### src/rtl/config_pkg.sv
// Shared definitions for the UART command controller: opcodes, FSM state
// type and word geometry. Imported by uart_cmd_ctrl and uart_cmd_word_ser.
package config_pkg;

  // Opcodes the datapath understands; anything else is drained silently.
  localparam logic [7:0] OPC_ADD = 8'h02;
  localparam logic [7:0] OPC_MUL = 8'h03;

  // Bytes per 32-bit operand/result word on the UART side.
  localparam int WORD_BYTES = 4;

  typedef enum logic [3:0] {
    ST_IDLE,
    ST_RSV,
    ST_LEN_LO,
    ST_LEN_HI,
    ST_PAYLOAD,
    ST_ISSUE,
    ST_WAIT_RES,
    ST_SEND,
    ST_DRAIN
  } uart_cmd_state_e;

  // True for opcodes that are forwarded to the datapath.
  function automatic logic opc_supported(input logic [7:0] opc);
    return (opc == OPC_ADD) || (opc == OPC_MUL);
  endfunction

endpackage

### src/rtl/uart_cmd_word_ser.sv
// 32-bit word to byte serialiser, MSB byte first, valid/ready on both sides.
// A word is accepted only while idle; the byte output is a registered shift
// register so the byte is stable for as long as o_byte_valid is held.
module uart_cmd_word_ser
  import config_pkg::*;
(
  input  logic        i_clk,
  input  logic        i_rst_n,
  input  logic [31:0] i_word,
  input  logic        i_word_valid,
  output logic        o_word_ready,
  output logic [7:0]  o_byte,
  output logic        o_byte_valid,
  input  logic        i_byte_ready,
  output logic        o_last_byte_done
);

  localparam logic [1:0] LAST_IDX = 2'(WORD_BYTES - 1);

  logic [31:0] r_shift;
  logic [1:0]  r_idx;
  logic        r_valid;
  logic        w_byte_xfer;

  assign w_byte_xfer      = r_valid & i_byte_ready;
  assign o_word_ready     = ~r_valid;
  assign o_byte           = r_shift[31:24];
  assign o_byte_valid     = r_valid;
  assign o_last_byte_done = w_byte_xfer & (r_idx == LAST_IDX);

  // Load a word when idle, then shift one byte out per accepted transfer;
  // zeros shift in so the byte output returns to 0 after the last byte.
  always_ff @(posedge i_clk) begin
    if (!i_rst_n) begin
      r_shift <= '0;
      r_idx   <= '0;
      r_valid <= 1'b0;
    end else if (i_word_valid && !r_valid) begin
      r_shift <= i_word;
      r_idx   <= '0;
      r_valid <= 1'b1;
    end else if (w_byte_xfer) begin
      r_shift <= {r_shift[23:0], 8'h00};
      r_idx   <= r_idx + 2'd1;
      if (r_idx == LAST_IDX) begin
        r_valid <= 1'b0;
      end
    end
  end

endmodule

### src/rtl/uart_cmd_ctrl.sv
// Command-frame sequencer between uart_rx/uart_tx and the 32-bit datapath.
// Frame: opcode, reserved byte, 16-bit word count (LSB first), then N
// operands MSB byte first. The single result is returned MSB byte first.
// Optional inter-byte timeout: define UART_CMD_TIMEOUT_EN.
module uart_cmd_ctrl
  import config_pkg::*;
#(
  parameter int unsigned CLK_FREQ_HZ = 12000000,
  parameter int unsigned TIMEOUT_US  = 1000
) (
  input  logic        clk_i,
  input  logic        rst_ni,
  input  logic [7:0]  rx_data_i,
  input  logic        rx_valid_i,
  output logic        rx_ready_o,
  output logic [7:0]  tx_data_o,
  output logic        tx_valid_o,
  input  logic        tx_ready_i,
  output logic [7:0]  op_code_o,
  output logic [31:0] op_data_o,
  output logic        op_valid_o,
  output logic        op_last_o,
  input  logic        op_ready_i,
  input  logic [31:0] res_data_i,
  input  logic        res_valid_i,
  output logic        res_ready_o
  ,
  output logic        busy_o
);

  localparam logic [1:0] LAST_BYTE = 2'(WORD_BYTES - 1);

  uart_cmd_state_e r_state;
  uart_cmd_state_e w_state_next;

  logic [7:0]  r_opcode;
  logic [15:0] r_len;
  logic [15:0] r_word_cnt;
  logic [17:0] r_drain;
  logic [31:0] r_word;
  logic [1:0]  r_byte_idx;
  logic        r_rx_ready;
  logic        r_op_valid;
  logic        r_op_last;
  logic        r_res_ready;
  logic        r_busy;

  logic        w_rx_acc;
  logic        w_op_xfer;
  logic        w_res_xfer;
  logic [15:0] w_len_full;
  logic        w_supported;
  logic        w_zero_res;
  logic        w_ser_load;
  logic [31:0] w_ser_word;
  logic        w_ser_ready;
  logic        w_ser_done;
  logic        w_timeout;

  assign w_rx_acc    = rx_valid_i & r_rx_ready;
  assign w_op_xfer   = r_op_valid & op_ready_i;
  assign w_res_xfer  = r_res_ready & res_valid_i;
  assign w_len_full  = {rx_data_i, r_len[7:0]};
  assign w_supported = opc_supported(r_opcode);

  // Supported opcode with N=0 answers 0 straight away without the datapath.
  assign w_zero_res  = (r_state == ST_LEN_HI) & w_rx_acc & w_supported &
                       (w_len_full == 16'd0);
  assign w_ser_load  = w_res_xfer | w_zero_res;
  assign w_ser_word  = w_res_xfer ? res_data_i : 32'h0000_0000;

  assign rx_ready_o  = r_rx_ready;
  assign op_code_o   = r_opcode;
  assign op_data_o   = r_word;
  assign op_valid_o  = r_op_valid;
  assign op_last_o   = r_op_last;
  assign res_ready_o = r_res_ready;
  assign busy_o      = r_busy;

`ifdef UART_CMD_TIMEOUT_EN
  localparam int unsigned TO_LIMIT = CLK_FREQ_HZ / 1_000_000 * TIMEOUT_US;

  logic [31:0] r_to_cnt;
  logic        w_timed;

  assign w_timed = (r_state == ST_RSV) || (r_state == ST_LEN_LO) ||
                   (r_state == ST_LEN_HI) || (r_state == ST_PAYLOAD) ||
                   (r_state == ST_DRAIN);

  // Idle-cycle counter for byte-waiting states; any accepted byte restarts it.
  always_ff @(posedge clk_i) begin
    if (!rst_ni) begin
      r_to_cnt <= '0;
    end else if (w_rx_acc || !w_timed) begin
      r_to_cnt <= '0;
    end else begin
      r_to_cnt <= r_to_cnt + 32'd1;
    end
  end

  // A byte accepted in the same cycle wins over the timeout.
  assign w_timeout = w_timed && !w_rx_acc && (r_to_cnt >= TO_LIMIT - 1);
`else
  assign w_timeout = 1'b0;
`endif

  // Next-state selection from the current state and handshakes.
  always_comb begin
    w_state_next = r_state;
    unique case (r_state)
      ST_IDLE:     if (w_rx_acc) w_state_next = ST_RSV;
      ST_RSV:      if (w_rx_acc) w_state_next = ST_LEN_LO;
      ST_LEN_LO:   if (w_rx_acc) w_state_next = ST_LEN_HI;
      ST_LEN_HI: begin
        if (w_rx_acc) begin
          if (w_supported) begin
            w_state_next = (w_len_full == 16'd0) ? ST_SEND : ST_PAYLOAD;
          end else begin
            w_state_next = (w_len_full == 16'd0) ? ST_IDLE : ST_DRAIN;
          end
        end
      end
      ST_PAYLOAD:  if (w_rx_acc && (r_byte_idx == LAST_BYTE)) w_state_next = ST_ISSUE;
      ST_ISSUE:    if (w_op_xfer) w_state_next = r_op_last ? ST_WAIT_RES : ST_PAYLOAD;
      ST_WAIT_RES: if (w_res_xfer) w_state_next = ST_SEND;
      ST_SEND:     if (w_ser_done) w_state_next = ST_IDLE;
      ST_DRAIN:    if (w_rx_acc && (r_drain == 18'd1)) w_state_next = ST_IDLE;
      default:     w_state_next = ST_IDLE;
    endcase
    if (w_timeout) begin
      w_state_next = ST_IDLE;
    end
  end

  // Frame FSM: state, registered handshake outputs and frame registers.
  always_ff @(posedge clk_i) begin
    if (!rst_ni) begin
      r_state     <= ST_IDLE;
      r_opcode    <= '0;
      r_len       <= '0;
      r_word_cnt  <= '0;
      r_drain     <= '0;
      r_word      <= '0;
      r_byte_idx  <= '0;
      r_rx_ready  <= 1'b0;
      r_op_valid  <= 1'b0;
      r_op_last   <= 1'b0;
      r_res_ready <= 1'b0;
      r_busy      <= 1'b0;
    end else begin
      r_state     <= w_state_next;
      r_rx_ready  <= (w_state_next == ST_IDLE) || (w_state_next == ST_RSV) ||
                     (w_state_next == ST_LEN_LO) || (w_state_next == ST_LEN_HI) ||
                     (w_state_next == ST_PAYLOAD) || (w_state_next == ST_DRAIN);
      r_busy      <= (w_state_next != ST_IDLE);
      r_op_valid  <= (w_state_next == ST_ISSUE);
      // The counter only moves on an operand transfer, which also leaves
      // ISSUE, so the current count is the index of the word being issued.
      r_op_last   <= (w_state_next == ST_ISSUE) && (r_word_cnt == r_len - 16'd1);
      r_res_ready <= (w_state_next == ST_WAIT_RES);

      if (w_rx_acc && !w_timeout) begin
        unique case (r_state)
          ST_IDLE:   r_opcode <= rx_data_i;
          ST_LEN_LO: r_len[7:0] <= rx_data_i;
          ST_LEN_HI: begin
            r_len[15:8] <= rx_data_i;
            r_word_cnt  <= '0;
            r_byte_idx  <= '0;
            r_drain     <= {w_len_full, 2'b00};
          end
          ST_PAYLOAD: begin
            r_word     <= {r_word[23:0], rx_data_i};
            r_byte_idx <= r_byte_idx + 2'd1;
          end
          ST_DRAIN:  r_drain <= r_drain - 18'd1;
          default: ;
        endcase
      end

      if (w_op_xfer) begin
        r_word_cnt <= r_word_cnt + 16'd1;
      end
    end
  end

  uart_cmd_word_ser u_ser (
    .i_clk            (clk_i),
    .i_rst_n          (rst_ni),
    .i_word           (w_ser_word),
    .i_word_valid     (w_ser_load),
    .o_word_ready     (w_ser_ready),
    .o_byte           (tx_data_o),
    .o_byte_valid     (tx_valid_o),
    .i_byte_ready     (tx_ready_i),
    .o_last_byte_done (w_ser_done)
  );

  // Loads are only issued while the serialiser is idle (outside SEND),
  // so its word-ready is informational here.
  logic w_ser_ready_unused;
  assign w_ser_ready_unused = w_ser_ready;

endmodule
### config.mk
export PLATFORM = sky130hd
export DESIGN_NAME = uart_cmd_ctrl
export DESIGN_NICKNAME = d
export VERILOG_FILES = /design/src/rtl/config_pkg.sv /design/src/rtl/uart_cmd_word_ser.sv /design/src/rtl/uart_cmd_ctrl.sv
export SDC_FILE = /design/constraint.sdc
export NUM_CORES = 1
export LEC_CHECK = 0
export ABC_AREA = 0
export CAP_MARGIN = 25
export CORE_MARGIN = 4
export CORE_UTILIZATION = 54
export DETAILED_ROUTE_END_ITERATION = 12
export GPL_TIMING_DRIVEN = 0
export PLACE_DENSITY = 0.8
export SYNTH_ARGS = -nofsm -noshare
export SYNTH_HDL_FRONTEND = slang
export SYNTH_SLANG_ARGS = --single-unit
### constraint.sdc
create_clock -name clk_i -period 2.5 [get_ports clk_i]
set_input_delay 0.5 -clock clk_i [delete_from_list [all_inputs] [get_ports clk_i]]
set_output_delay 0.5 -clock clk_i [all_outputs]
set_load 0.02 [all_outputs]
Word-level counts from Yosys, hierarchy flattened
Index checks and enable logic that the tools add are counted.
W data, S select, Z words.
{"block": "word_totals", "regBits": 136, "in_bits": 46, "wordCells": 107}
{"block": "op_classes", "n_addsub": 5, "eq_ne": 21, "n_mux": 25, "bitwise": 10, "n_reduce_logical": 30}
{"op": "$mux W32", "n": 3}
{"op": "$mux W16", "n": 3}
{"op": "$mux W4", "n": 11}
{"op": "$pmux W18 S2", "n": 1}
{"op": "$pmux W4 S9", "n": 1}
{"op": "$eq A4 B3 Y1 const B", "n": 7}
{"op": "$eq A18 B1 Y1 const B", "n": 1}
{"op": "$sub A18 B1 Y18 const B", "n": 1}
{"op": "$add A16 B1 Y16 const B", "n": 1}
{"op": "$eq A16 B16 Y1", "n": 1}
{"op": "$eq A4 B2 Y1 const B", "n": 4}
{"op": "$eq A8 B2 Y1 const B", "n": 2}
{"op": "$logic_not A16 Y1", "n": 1}
{"op": "$reduce_and A2 Y1", "n": 8}
{"op": "$sub A16 B1 Y16 const B", "n": 1}
{"op": "$reduce_bool A2 Y1", "n": 6}
{"op": "$and A1 B1 Y1", "n": 8}
{"op": "$eq A4 B1 Y1 const B", "n": 2}
{"op": "$eq A4 B4 Y1 const B", "n": 2}
{"op": "$logic_not A4 Y1", "n": 2}
{"op": "$logic_or A1 B1 Y1", "n": 6}
{"op": "$add A2 B1 Y2 const B", "n": 2}
{"op": "$eq A2 B2 Y1 const B", "n": 2}
{"op": "$logic_and A1 B1 Y1", "n": 4}
{"op": "other kinds (8)", "n": 11}

Depth between registers and ports, before layout
Gate-level depths: netlist of run 1.
{"block": "logic_depth", "ltp_word": 11, "mapped_depth": 10, "depth_no_buf": 8}

By module
A second synthesis of run 1 with hierarchy kept.
{"block": "hier_totals", "hier_cells": 855, "hier_area_um2": 6988.0}
{"mod": "uart_cmd_ctrl", "n_inst": 1, "cells_per_inst": 696, "area_each_um2": 5407.7}
{"mod": "uart_cmd_word_ser", "n_inst": 1, "cells_per_inst": 159, "area_each_um2": 1580.3}

Worst setup path before layout of run 1
Ideal clock, no wire load.
{"block": "synth_timing", "kind": "reg-to-reg", "start": "register r_len[0]", "end": "register u_ser.r_shift[4]", "arrival_ns": 1.925, "required_time_ns": 2.372, "path_slack_ns": 0.447, "path_stages_with_launch": 11, "path_buffers": 2, "period_less_slack_ns": 2.053, "path_cell_list": "dfxtp_1 -> inv_1 -> ha_1 -> nor3b_1 -> nand4_1 -> o31ai_1 -> nand2b_1 -> clkbuf_1 -> buf_2 -> a32oi_1 -> nor2_1"}
{"block": "synth_via", "elab_chain_cells": 5}
{"item": "start: declaration", "line_no": "uart_cmd_ctrl.sv:37", "source": "logic [15:0] r_len;"}
{"item": "start signal: assignment", "line_no": "uart_cmd_ctrl.sv:165", "source": "ST_LEN_LO: r_len[7:0] <= rx_data_i;"}
{"item": "$logic_not A16 Y1 (*)", "line_no": "uart_cmd_ctrl.sv:68", "source": "(w_len_full == 16'd0);"}
{"item": "$and A1 B1 Y1 (*)", "line_no": "uart_cmd_ctrl.sv:67", "source": "assign w_zero_res = (r_state == ST_LEN_HI) & w_rx_acc & w_supported &"}
{"item": "$or A1 B1 Y1 (*)", "line_no": "uart_cmd_ctrl.sv:69", "source": "assign w_ser_load = w_res_xfer | w_zero_res;"}
{"item": "$logic_and A1 B1 Y1 (*)", "line_no": "uart_cmd_word_ser.sv:38", "source": "end else if (i_word_valid && !r_valid) begin"}
{"item": "$mux W32 / $reduce_bool A2 Y1 (equally long branches)"}
{"item": "end signal: assignment", "line_no": "uart_cmd_word_ser.sv:39", "source": "r_shift <= i_word;"}
{"item": "end signal: assignment", "line_no": "uart_cmd_word_ser.sv:43", "source": "r_shift <= {r_shift[23:0], 8'h00};"}
{"item": "end: declaration", "line_no": "uart_cmd_word_ser.sv:20", "source": "logic [31:0] r_shift;"}
Every way passes the cells marked *; elsewhere a longest branch is shown, timed or not.
A chain may end at the register's enable or synchronous reset.

Final worst setup path of run 1
Same ends and word-level chain as after synthesis.

==> impl_metrics.json, run 1 <==
{
  "antenna_found_initial": 0,
  "clkLatencyLatePin_ns": 0.42,
  "core_mm2": 0.0116,
  "slowest_delay_ns": 0.35,
  "netlist_area_mm2": 0.00650,
  "synth_top_area_share_pct": 41.9,
  "diodes": 0,
  "cts_inserted_buffers": 17,
  "worstMarginPinSlew_ns": 0.837,
  "hold_class": "reg -> reg",
  "clk_pin_slew_ns": 0.06,
  "ys_top_cells_by_area": "dfxtp_1 (42%), nand2_1 (10%), a21oi_1 (8.3%)",
  "fmax_mhz": 418,
  "fp.dieH_um": 118,
  "multiInputGateArea_mm2": 0.00352,
  "routed_wirelength_um": 18100,
  "ir_drop_uv": 534,
  "hp-start": "op_data_o[29]$_SDFFE_PN0P_",
  "clockRootBuffer": "clkbuf_16",
  "num_rows": 39,
  "grt_max_degree": 17,
  "clock-sinks": 136,
  "yosysWarnings": 0,
  "worstSetupStartpointType": "flop",
  "r2r-start": "r_len[0]$_SDFFE_PN0P_",
  "area_growth_pct": 29.6,
  "worstSetupEndpointType": "flop",
  "syn_nets": 880,
  "crit_fanout": 10,
  "regToRegEndpoint": "u_ser.r_shift[4]$_SDFFE_PN0P_",
  "wire_per_inst_um": 16.4,
  "critical_path_required_ns": 2.80,
  "final_max_slew_viol_count": 0,
  "cp_num_buf_inv": 3,
  "synthCells": 828,
  "fin_util_pct": 72.6,
  "num_io_pins": 100,
  "cpMaxStageDelayCell": "dfxtp_1",
  "hold_violations": 0,
  "port-buffer-count": 99,
  "synth_common_cells": "nand2_1 (179), dfxtp_1 (136), a21oi_1 (108), nor2_1 (70), clkbuf_1 (48)",
  "synth_top_area_cell": "dfxtp_1",
  "r2r_slack_ns": 0.11,
  "critPathKind": "reg -> reg",
  "hold_end": "op_data_o[29]$_SDFFE_PN0P_",
  "power.density_mw_per_mm2": 627,
  "post-dp-hpwl_um": 12600,
  "skew_ns": 0.00599,
  "ff2ff_path_depth": 10,
  "first_global_vias": 5752,
  "path_cells": "inv_1 > ha_1 > nor3b_4 > nand4_1 > o31ai_1 > nand2b_1 > clkbuf_1 > buf_4 > a32oi_1 > nor2_1",
  "via_per_inst": 5.74,
  "synthArstFlopShare_pct": 0,
  "grt_pass1_wl_um": 28600,
  "yosysSeqAreaShare_pct": 41.9,
  "ant_nets": 0,
  "grt_usage_pct": 25.2,
  "yosys.cell_count.top_type": "nand2_1",
  "gp_congestion": 0.968,
  "n_fill_cell": 925,
  "initial_core_util_pct": 56.0,
  "worstPathArrival_ns": 2.69,
  "critPathTopFamily": "simple AND/OR/NAND/NOR gates",
  "die_w_um": 118,
  "synth_area_per_cell_um2": 7.85,
  "drc_errors": 0,
  "fin_nets": 1002,
  "outcome": "finished clean",
  "hold_depth": 2,
  "ys_types": 65,
  "synth-seq-cells": 136,
  "ff_latch_area_mm2": 0.00272,
  "synth_flop_cell": "dfxtp_1",
  "cts_tree": "done",
  "drt_iter0_drc": 753,
  "htreeDepth": 4,
  "cts_max_path_buffers": 2,
  "ctsHoldBuffers": 0,
  "final_cells": 1106,
  "finalWorstPathRequiredPeriod_ns": 2.39,
  "synth-edff-count": 0,
  "firstDrtPassIters": 5,
  "placed_cells": 1070,
  "die_area_mm2": 0.0139,
  "grt-ovfl-total": 0,
  "post-route-period-util_pct": 95.7,
  "worst-path-stages": 10,
  "final_layout_size_suffix_gt1_share_pct": 9.87,
  "p_leak_nw": 3.15,
  "setup_viol": 0,
  "rsz0062_at_grt": "yes",
  "critPathLaunch": "r_len[0]$_SDFFE_PN0P_",
  "vias": 6344,
  "maxCapViolCount": 0,
  "slew_headroom_pct": 43.8
}
## state kept, by name, indices dropped and copies added (netlist names)
name                flops
op_data_o              32
u_ser.r_shift          32
r_drain                18
r_len                  16
r_word_cnt             16
op_code_o               8
r_state                 4
r_byte_idx              2
u_ser.r_idx             2
busy_o                  1
op_last_o               1
op_valid_o              1
res_ready_o             1
rx_ready_o              1
u_ser.o_byte_valid      1
## power by group
group          switching (mW)  internal [mW]
sequential             0.0158           2.19
combinational           0.176          0.142
clock                   0.915           1.85
## cell type report
type                    count  area share, %
multi-input cells         619           41.8
flip-flops and latches    136           32.3
repair buffers            104           12.2
clock buffers              25           6.24
plain buffers              60           3.19
well taps                 143           2.12
clock inverters             7           1.60
inverters                  12          0.535
## per-stage QoR
| stage | setup WS [ns] | hold slack (ns) | power [mW] | setup TNS [ns] | area [um^2] |
|---|---|---|---|---|---|
| 2_1_floorplan | 0.447 | 0.438 | 2.39 | 0 | 6500 |
| 3_3_place_gp | -0.510 | 0.442 | 2.55 | -35.67 | 7670 |
| 3_5_place_dp | -0.531 | 0.448 | 2.55 | -36.37 | 7670 |
| 4_1_cts | 0.00832 | 0.456 | 5.29 | 0 | 8340 |
| 5_1_grt | -0.0246 | 0.477 | 5.40 | -0.0610 | 8430 |
| 6_report | 0.107 | 0.452 | 5.29 | 0 | 8430 |
## routing by layer
metal	global-route usage [%]	vias to the layer above	part of all wire, %	wire length, um
li1	-	3131	-	-
met5	0	-	0	0
met3	6.78	35	6.8	1240
met1	33.1	2951	45	8160
met2	40.2	227	46	8340
met4	8.72	0	2.2	401
## what timing repair did
action / in CTS / in global routing
setup buffers: 0 / 5
endpoints found under the setup margin: 34 / 75
pin swaps: 0 / 4
resized for setup: 6 / 19
## worst max path at each step
stage | end | slack (ns)
2_1_floorplan | u_ser.r_shift[4]$_SDFFE_PN0P_ | 0.45
3_3_place_gp | u_ser.r_idx[0]$_SDFFE_PP0P_ | -0.51
3_5_place_dp | u_ser.r_shift[25]$_SDFFE_PN0P_ | -0.53
4_1_cts | r_drain[11]$_SDFFE_PN0P_ | 0.008
5_1_grt | op_data_o[18]$_SDFFE_PN0P_ | -0.02
6_report | u_ser.r_shift[4]$_SDFFE_PN0P_ | 0.11
## worst reg2reg max path, stage by stage, from the launching register on
cell and delay [ns]:
dfxtp_1 0.35, inv_1 0.11, ha_1 0.22, nor3b_4 0.28, nand4_1 0.25, o31ai_1 0.32
nand2b_1 0.08, clkbuf_1 0.18, buf_4 0.21, a32oi_1 0.22, nor2_1 0.06
## cell usage in the layout (no fill, tap or decap), types with 12 or more instances in the layout
cell,synthesis,final
o21ai_0,24,23
nor2_1,70,70
a21oi_1,108,108
nand2_1,179,179
clkdlybuf4s50_1,0,94
nand3_1,39,39
clkbuf_16,0,17
clkbuf_1,48,44
nor3_1,15,14
dfxtp_1,136,136
mux2_2,24,24
inv_1,12,12
buf_4,8,14
## logic make-up (layout without fill, tap and decap cells)
group                      after synthesis  after routing  synth area share (%)
and+or+nand+nor                        364            364                  25.6
AOI/OAI and AO/OA                      190            190                  17.1
buffers and inverters                   73            208                  4.77
xor gates and xnor gates                21             21                  2.94
DFF                                    136            136                  41.9
adders and majority gates                6              6                  1.15
muxes                                   38             38                  6.56
(Power assumes the default switching activity.)
==> inputs of run 2 (changes only) <==
--- a/config.mk
+++ b/config.mk
@@ -9,6 +9,7 @@
 export CAP_MARGIN = 25
 export CORE_MARGIN = 4
 export CORE_UTILIZATION = 54
+export CTS_CLUSTER_DIAMETER = 80
 export DETAILED_ROUTE_END_ITERATION = 12
 export GPL_TIMING_DRIVEN = 0
 export PLACE_DENSITY = 0.8
==> results of run 2 <==
The final DEF is identical to that of run 1; final timing and power are the same.
